File: src/rtl/ready_timer_pkg.sv
// Shared types and default widths for the ready_timer block.
package ready_timer_pkg;

  localparam int DLY_W_DEF = 16;
  localparam int CNT_W_DEF = 8;

  typedef enum logic [1:0] {
    ST_IDLE  = 2'd0,
    ST_COUNT = 2'd1,
    ST_READY = 2'd2
  } state_e;

endpackage

File: src/rtl/ready_timer.sv
// Delayed-ready event timer: after a start it counts down a programmable delay,
// then presents ready until it is acknowledged or the event is aborted.
module ready_timer
  import ready_timer_pkg::*;
#(
  parameter int DLY_W = DLY_W_DEF,
  parameter int CNT_W = CNT_W_DEF
) (
  input  logic             clk,
  input  logic             rst_n,
  input  logic             start,
  input  logic [DLY_W-1:0] delay,
  input  logic             ack,
  input  logic             abort,
  input  logic             clr_ovr,
  output logic             ready,
  output logic             busy,
  output logic [CNT_W-1:0] done_count,
  output logic             overrun
);

  state_e           state_q, state_d;
  logic [DLY_W-1:0] cnt_q, cnt_d;
  logic [CNT_W-1:0] done_q, done_d;
  logic             ovr_q, ovr_d;
  logic             ovr_set;
  logic [DLY_W-1:0] load_val;

  // A zero delay behaves as one cycle so ready never coincides with acceptance.
  assign load_val = (delay == '0) ? DLY_W'(1) : delay;

  always_comb begin
    state_d = state_q;
    cnt_d   = cnt_q;
    done_d  = done_q;
    ovr_set = 1'b0;
    unique case (state_q)
      ST_IDLE: begin
        if (start) begin
          cnt_d   = load_val;
          state_d = ST_COUNT;
        end
      end
      ST_COUNT: begin
        if (abort) begin
          cnt_d   = '0;
          state_d = ST_IDLE;
        end else begin
          ovr_set = start;
          if (cnt_q <= DLY_W'(1)) begin
            cnt_d   = '0;
            state_d = ST_READY;
          end else begin
            cnt_d = cnt_q - DLY_W'(1);
          end
        end
      end
      ST_READY: begin
        if (abort) begin
          state_d = ST_IDLE;
        end else if (ack) begin
          done_d = done_q + CNT_W'(1);
          if (start) begin
            cnt_d   = load_val;
            state_d = ST_COUNT;
          end else begin
            state_d = ST_IDLE;
          end
        end else begin
          ovr_set = start;
        end
      end
      default: begin
        cnt_d   = '0;
        state_d = ST_IDLE;
      end
    endcase
    // Setting wins over a simultaneous clear.
    ovr_d = (ovr_q & ~clr_ovr) | ovr_set;
  end

  always_ff @(posedge clk or negedge rst_n) begin
    if (!rst_n) begin
      state_q <= ST_IDLE;
      cnt_q   <= '0;
      done_q  <= '0;
      ovr_q   <= 1'b0;
    end else begin
      state_q <= state_d;
      cnt_q   <= cnt_d;
      done_q  <= done_d;
      ovr_q   <= ovr_d;
    end
  end

  assign ready      = (state_q == ST_READY);
  assign busy       = (state_q != ST_IDLE);
  assign done_count = done_q;
  assign overrun    = ovr_q;

endmodule

File: config.mk
export PLATFORM = sky130hd
export DESIGN_NAME = ready_timer
export DESIGN_NICKNAME = d
export VERILOG_FILES = /design/src/rtl/ready_timer_pkg.sv /design/src/rtl/ready_timer.sv
export SDC_FILE = /design/constraint.sdc
export NUM_CORES = 1
export LEC_CHECK = 0
export CAP_MARGIN = 20
export CORE_UTILIZATION = 55
export CTS_CLUSTER_SIZE = 12
export DETAILED_ROUTE_END_ITERATION = 8
export PLACE_DENSITY = 0.84
export REMOVE_ABC_BUFFERS = 1
export SYNTH_ARGS = -nofsm -noshare
export SYNTH_HDL_FRONTEND = slang
export SYNTH_SLANG_ARGS = --single-unit
File: constraint.sdc
create_clock -name clk -period 3.6 [get_ports clk]
set_clock_uncertainty 0.05 [all_clocks]
set_input_delay 0.54 -clock clk [delete_from_list [all_inputs] [get_ports clk]]
set_output_delay 0.54 -clock clk [all_outputs]
set_load 0.005 [all_outputs]
==> results.json <==
{
  "cts_sinks": 27,
  "crit_required_ps": 3780,
  "drv_slew": 0,
  "synth_top_area_frac": 0.4054,
  "rsz0062_at_grt": "no",
  "dieArea_mm2": 0.003254,
  "grt_use_total": 0.2723,
  "slowest_stage": "o21ai_1",
  "clk_pin_slew_ps": 140,
  "numCtsBuffers": 3,
  "htreeDepth": 1,
  "nets": 239,
  "max_slew_margin": 0.4553,
  "ys_types": 47,
  "worstMarginPinSlew_ps": 811.6,
  "netlist_area_mm2": 0.001667,
  "wl_per_cell_um": 16.65,
  "synth_top_flop_cell": "dfrtp_1",
  "postRouteAntennaNets": 0,
  "met3_wirelength_um": 258,
  "yosys-top-cells-area": "dfrtp_1 (41%), ha_1 (5.3%), a22oi_1 (3.2%)",
  "post-place-ws_ps": 1068,
  "drive_above_1_share": 0.08612,
  "antenna_found_initial": 0,
  "viasPerCell": 6.475,
  "p_leak_uw": 0.0008698,
  "fillers": 208,
  "synth_top_family_by_area": "simple AND/OR/NAND/NOR gates",
  "synth_fa_ha_area_frac": 0.05255,
  "place.port_buffers": 32,
  "globalRouteOverflowTotal": 0,
  "grt_pass1_vias": 1550,
  "min_period_ps": 2452,
  "wl_met1_mm": 1.628,
  "syn2layout_area_growth_pct": 23.05,
  "root_buffer": "clkbuf_4",
  "hold_violations": 0,
  "worstPathCellList": "nor3_1 > o2111ai_1 > o21ai_1 > o21ai_0 > a221o_1",
  "min_period_over_period": 0.6811,
  "post-synth-top-count-cell": "dfrtp_1",
  "hold_slack_ps": 431.5,
  "io_pins": 33,
  "crit_fanout": 11,
  "synth_edf_count": 0,
  "setup_tns_ps": 0,
  "ir_worst_vdd_mv": 0.3926,
  "yosys.area_share.simple": 0.2290,
  "die_width_um": 57.05,
  "worst_slack_ps": 1148,
  "yosysTopAreaCell": "dfrtp_1",
  "report.final.setup_viol": 0,
  "cp_top_family": "compound AO/OA/AOI/OAI gates",
  "cts_tree": "done",
  "synth-compound-area-share": 0.2215,
  "fin_util": 0.7310,
  "insertion_delay_ps": 320,
  "top_layer": "met4",
  "max_stage_delay_ps": 700,
  "async_flop_share": 1.000,
  "cellPowerDensity_mw_per_mm2": 746.6,
  "post_cts_buffers": 0,
  "status": "finished, violations left",
  "dpl.hpwl_mm": 3.077,
  "seq_area_frac_synth": 0.4054,
  "synth-seq-cells": 27,
  "startpoint_type": "flip-flop",
  "fmax_mhz": 407.9,
  "cp-end-kind": "flip-flop",
  "hold_path_class": "flip-flop to flip-flop",
  "grt_max_degree": 28,
  "coreArea_mm2": 0.002805,
  "failed_checks": "DRC",
  "start_util": 0.5941,
  "synth.area.mux_share": 0.01952,
  "critPathKind": "flip-flop to flip-flop",
  "hold_buffers": 0,
  "num_rows": 19,
  "crit_arrival_ps": 2630,
  "grt_first_pass_wirelength_mm": 6.906,
  "synthXorXnorAreaFrac": 0.03679,
  "synthTopCellsByCount": "dfrtp_1 (27), nand2_1 (13), o21ai_0 (10)",
  "fp.dieH_um": 57.05,
  "insertedDiodeCount": 0,
  "ys_warn_count": 0,
  "gp_congestion": 0.9367,
  "cts-resized-gates": 0,
  "drt_iter0_drc": 105,
  "drt-pass1-iter-count": 6,
  "wl_met2_mm": 1.985,
  "vias": 1554,
  "syn_area_per_cell_um2": 9.578,
  "route.detailed.drc": 7,
  "cap_violations": 0,
  "worst-path-buf-inv": 0,
  "cts_buffer_depth": 2,
  "wl_mm": 3.997,
  "synth_cells": 174
}
## layout by cell type, fill, tap and decap left out, drive strengths merged
cell type	instances
clkdlybuf4s50	32
o31ai	2
dfrtp	27
nand2b	5
o211ai	4
nor3	7
nor3b	2
xor2	2
mux2	2
mux2i	1
and3b	2
ha	7
or3	2
clkbuf	3
a41o	1
inv	9
o22ai	1
o41ai	1
nor2	9
buf	3
nand3	9
a21oi	9
a22oi	7
o2111ai	1
o221ai	1
o311a	1
o31a	2
xnor2	5
nor4	7
o311ai	1
or4	3
nand2	13
or2	1
o21ai	13
and3	1
a21o	2
or4b	1
clkinv	1
a221o	6
nand3b	3
## kinds of logic (layout without fill, tap and decap cells)
logic type      Yosys count  in the layout
fa+ha+maj                 7              7
flops                    27             27
buf+inv                  13             48
simple gates             65             65
xor+xnor                  7              7
compound gates           52             52
mux                       3              3
## per-stage QoR
stage	total power, µW	area (µm²)	std cells
2_1_floorplan	1098	1642	170
3_3_place_gp	1341	2023	236
3_5_place_dp	1392	2023	236
4_1_cts	1522	2051	240
5_1_grt	1655	2051	240
6_report	1531	2051	240
## layer usage
metal  up-vias  track usage
li1        732            -
met1       738       0.3392
met2        69       0.4655
met3        15      0.03628
met4         0       0.1359
met5         -            0
## area by class of cell
cell class	count	area, µm²	share of cell area
Multi-Input combinational cell	134	932.1	0.4545
Inverter	9	33.78	0.01647
Clock inverter	1	5.005	0.002441
Timing Repair Buffer	35	342.8	0.1672
Tap cell	31	38.79	0.01891
Sequential cell	27	675.6	0.3295
Clock buffer	3	22.52	0.01098
## path summary, 6_finish.rpt
kind,depth (start not counted),start,end,slack [ps]
max in group asynchronous,2,rst_n,state_q[1]$_DFFE_PN0P_,2730
worst max register to register,5,cnt_q[12]$_DFFE_PN0P_,cnt_q[15]$_DFFE_PN0P_,1150
worst min-delay path,1,done_count[7]$_DFFE_PN0P_,done_count[7]$_DFFE_PN0P_,430
min in group asynchronous,2,rst_n,done_count[1]$_DFFE_PN0P_,510
worst max-delay path,5,cnt_q[12]$_DFFE_PN0P_,cnt_q[15]$_DFFE_PN0P_,1150
worst min register to register,1,done_count[7]$_DFFE_PN0P_,done_count[7]$_DFFE_PN0P_,430
## power breakdown
| part | leakage (µW) | internal, µW | switching, µW |
|---|---|---|---|
| logic | 0.000493 | 386 | 463 |
| clock network | 0.0000177 | 41.7 | 87.6 |
| registers | 0.000359 | 410 | 143 |
## registers in the layout (all words and copies together) (netlist names)
| register | cells |
|---|---|
| cnt_q | 16 |
| overrun | 1 |
| done_count | 8 |
| state_q | 2 |
## worst register-to-register path: cells and delay by family (launching register included)
kind	cells	cell delay, ps
DFF	1	440
and+or+nand+nor	1	350
AOI/OAI and AO/OA	4	1510
Power figures use the tool's default switching activity.
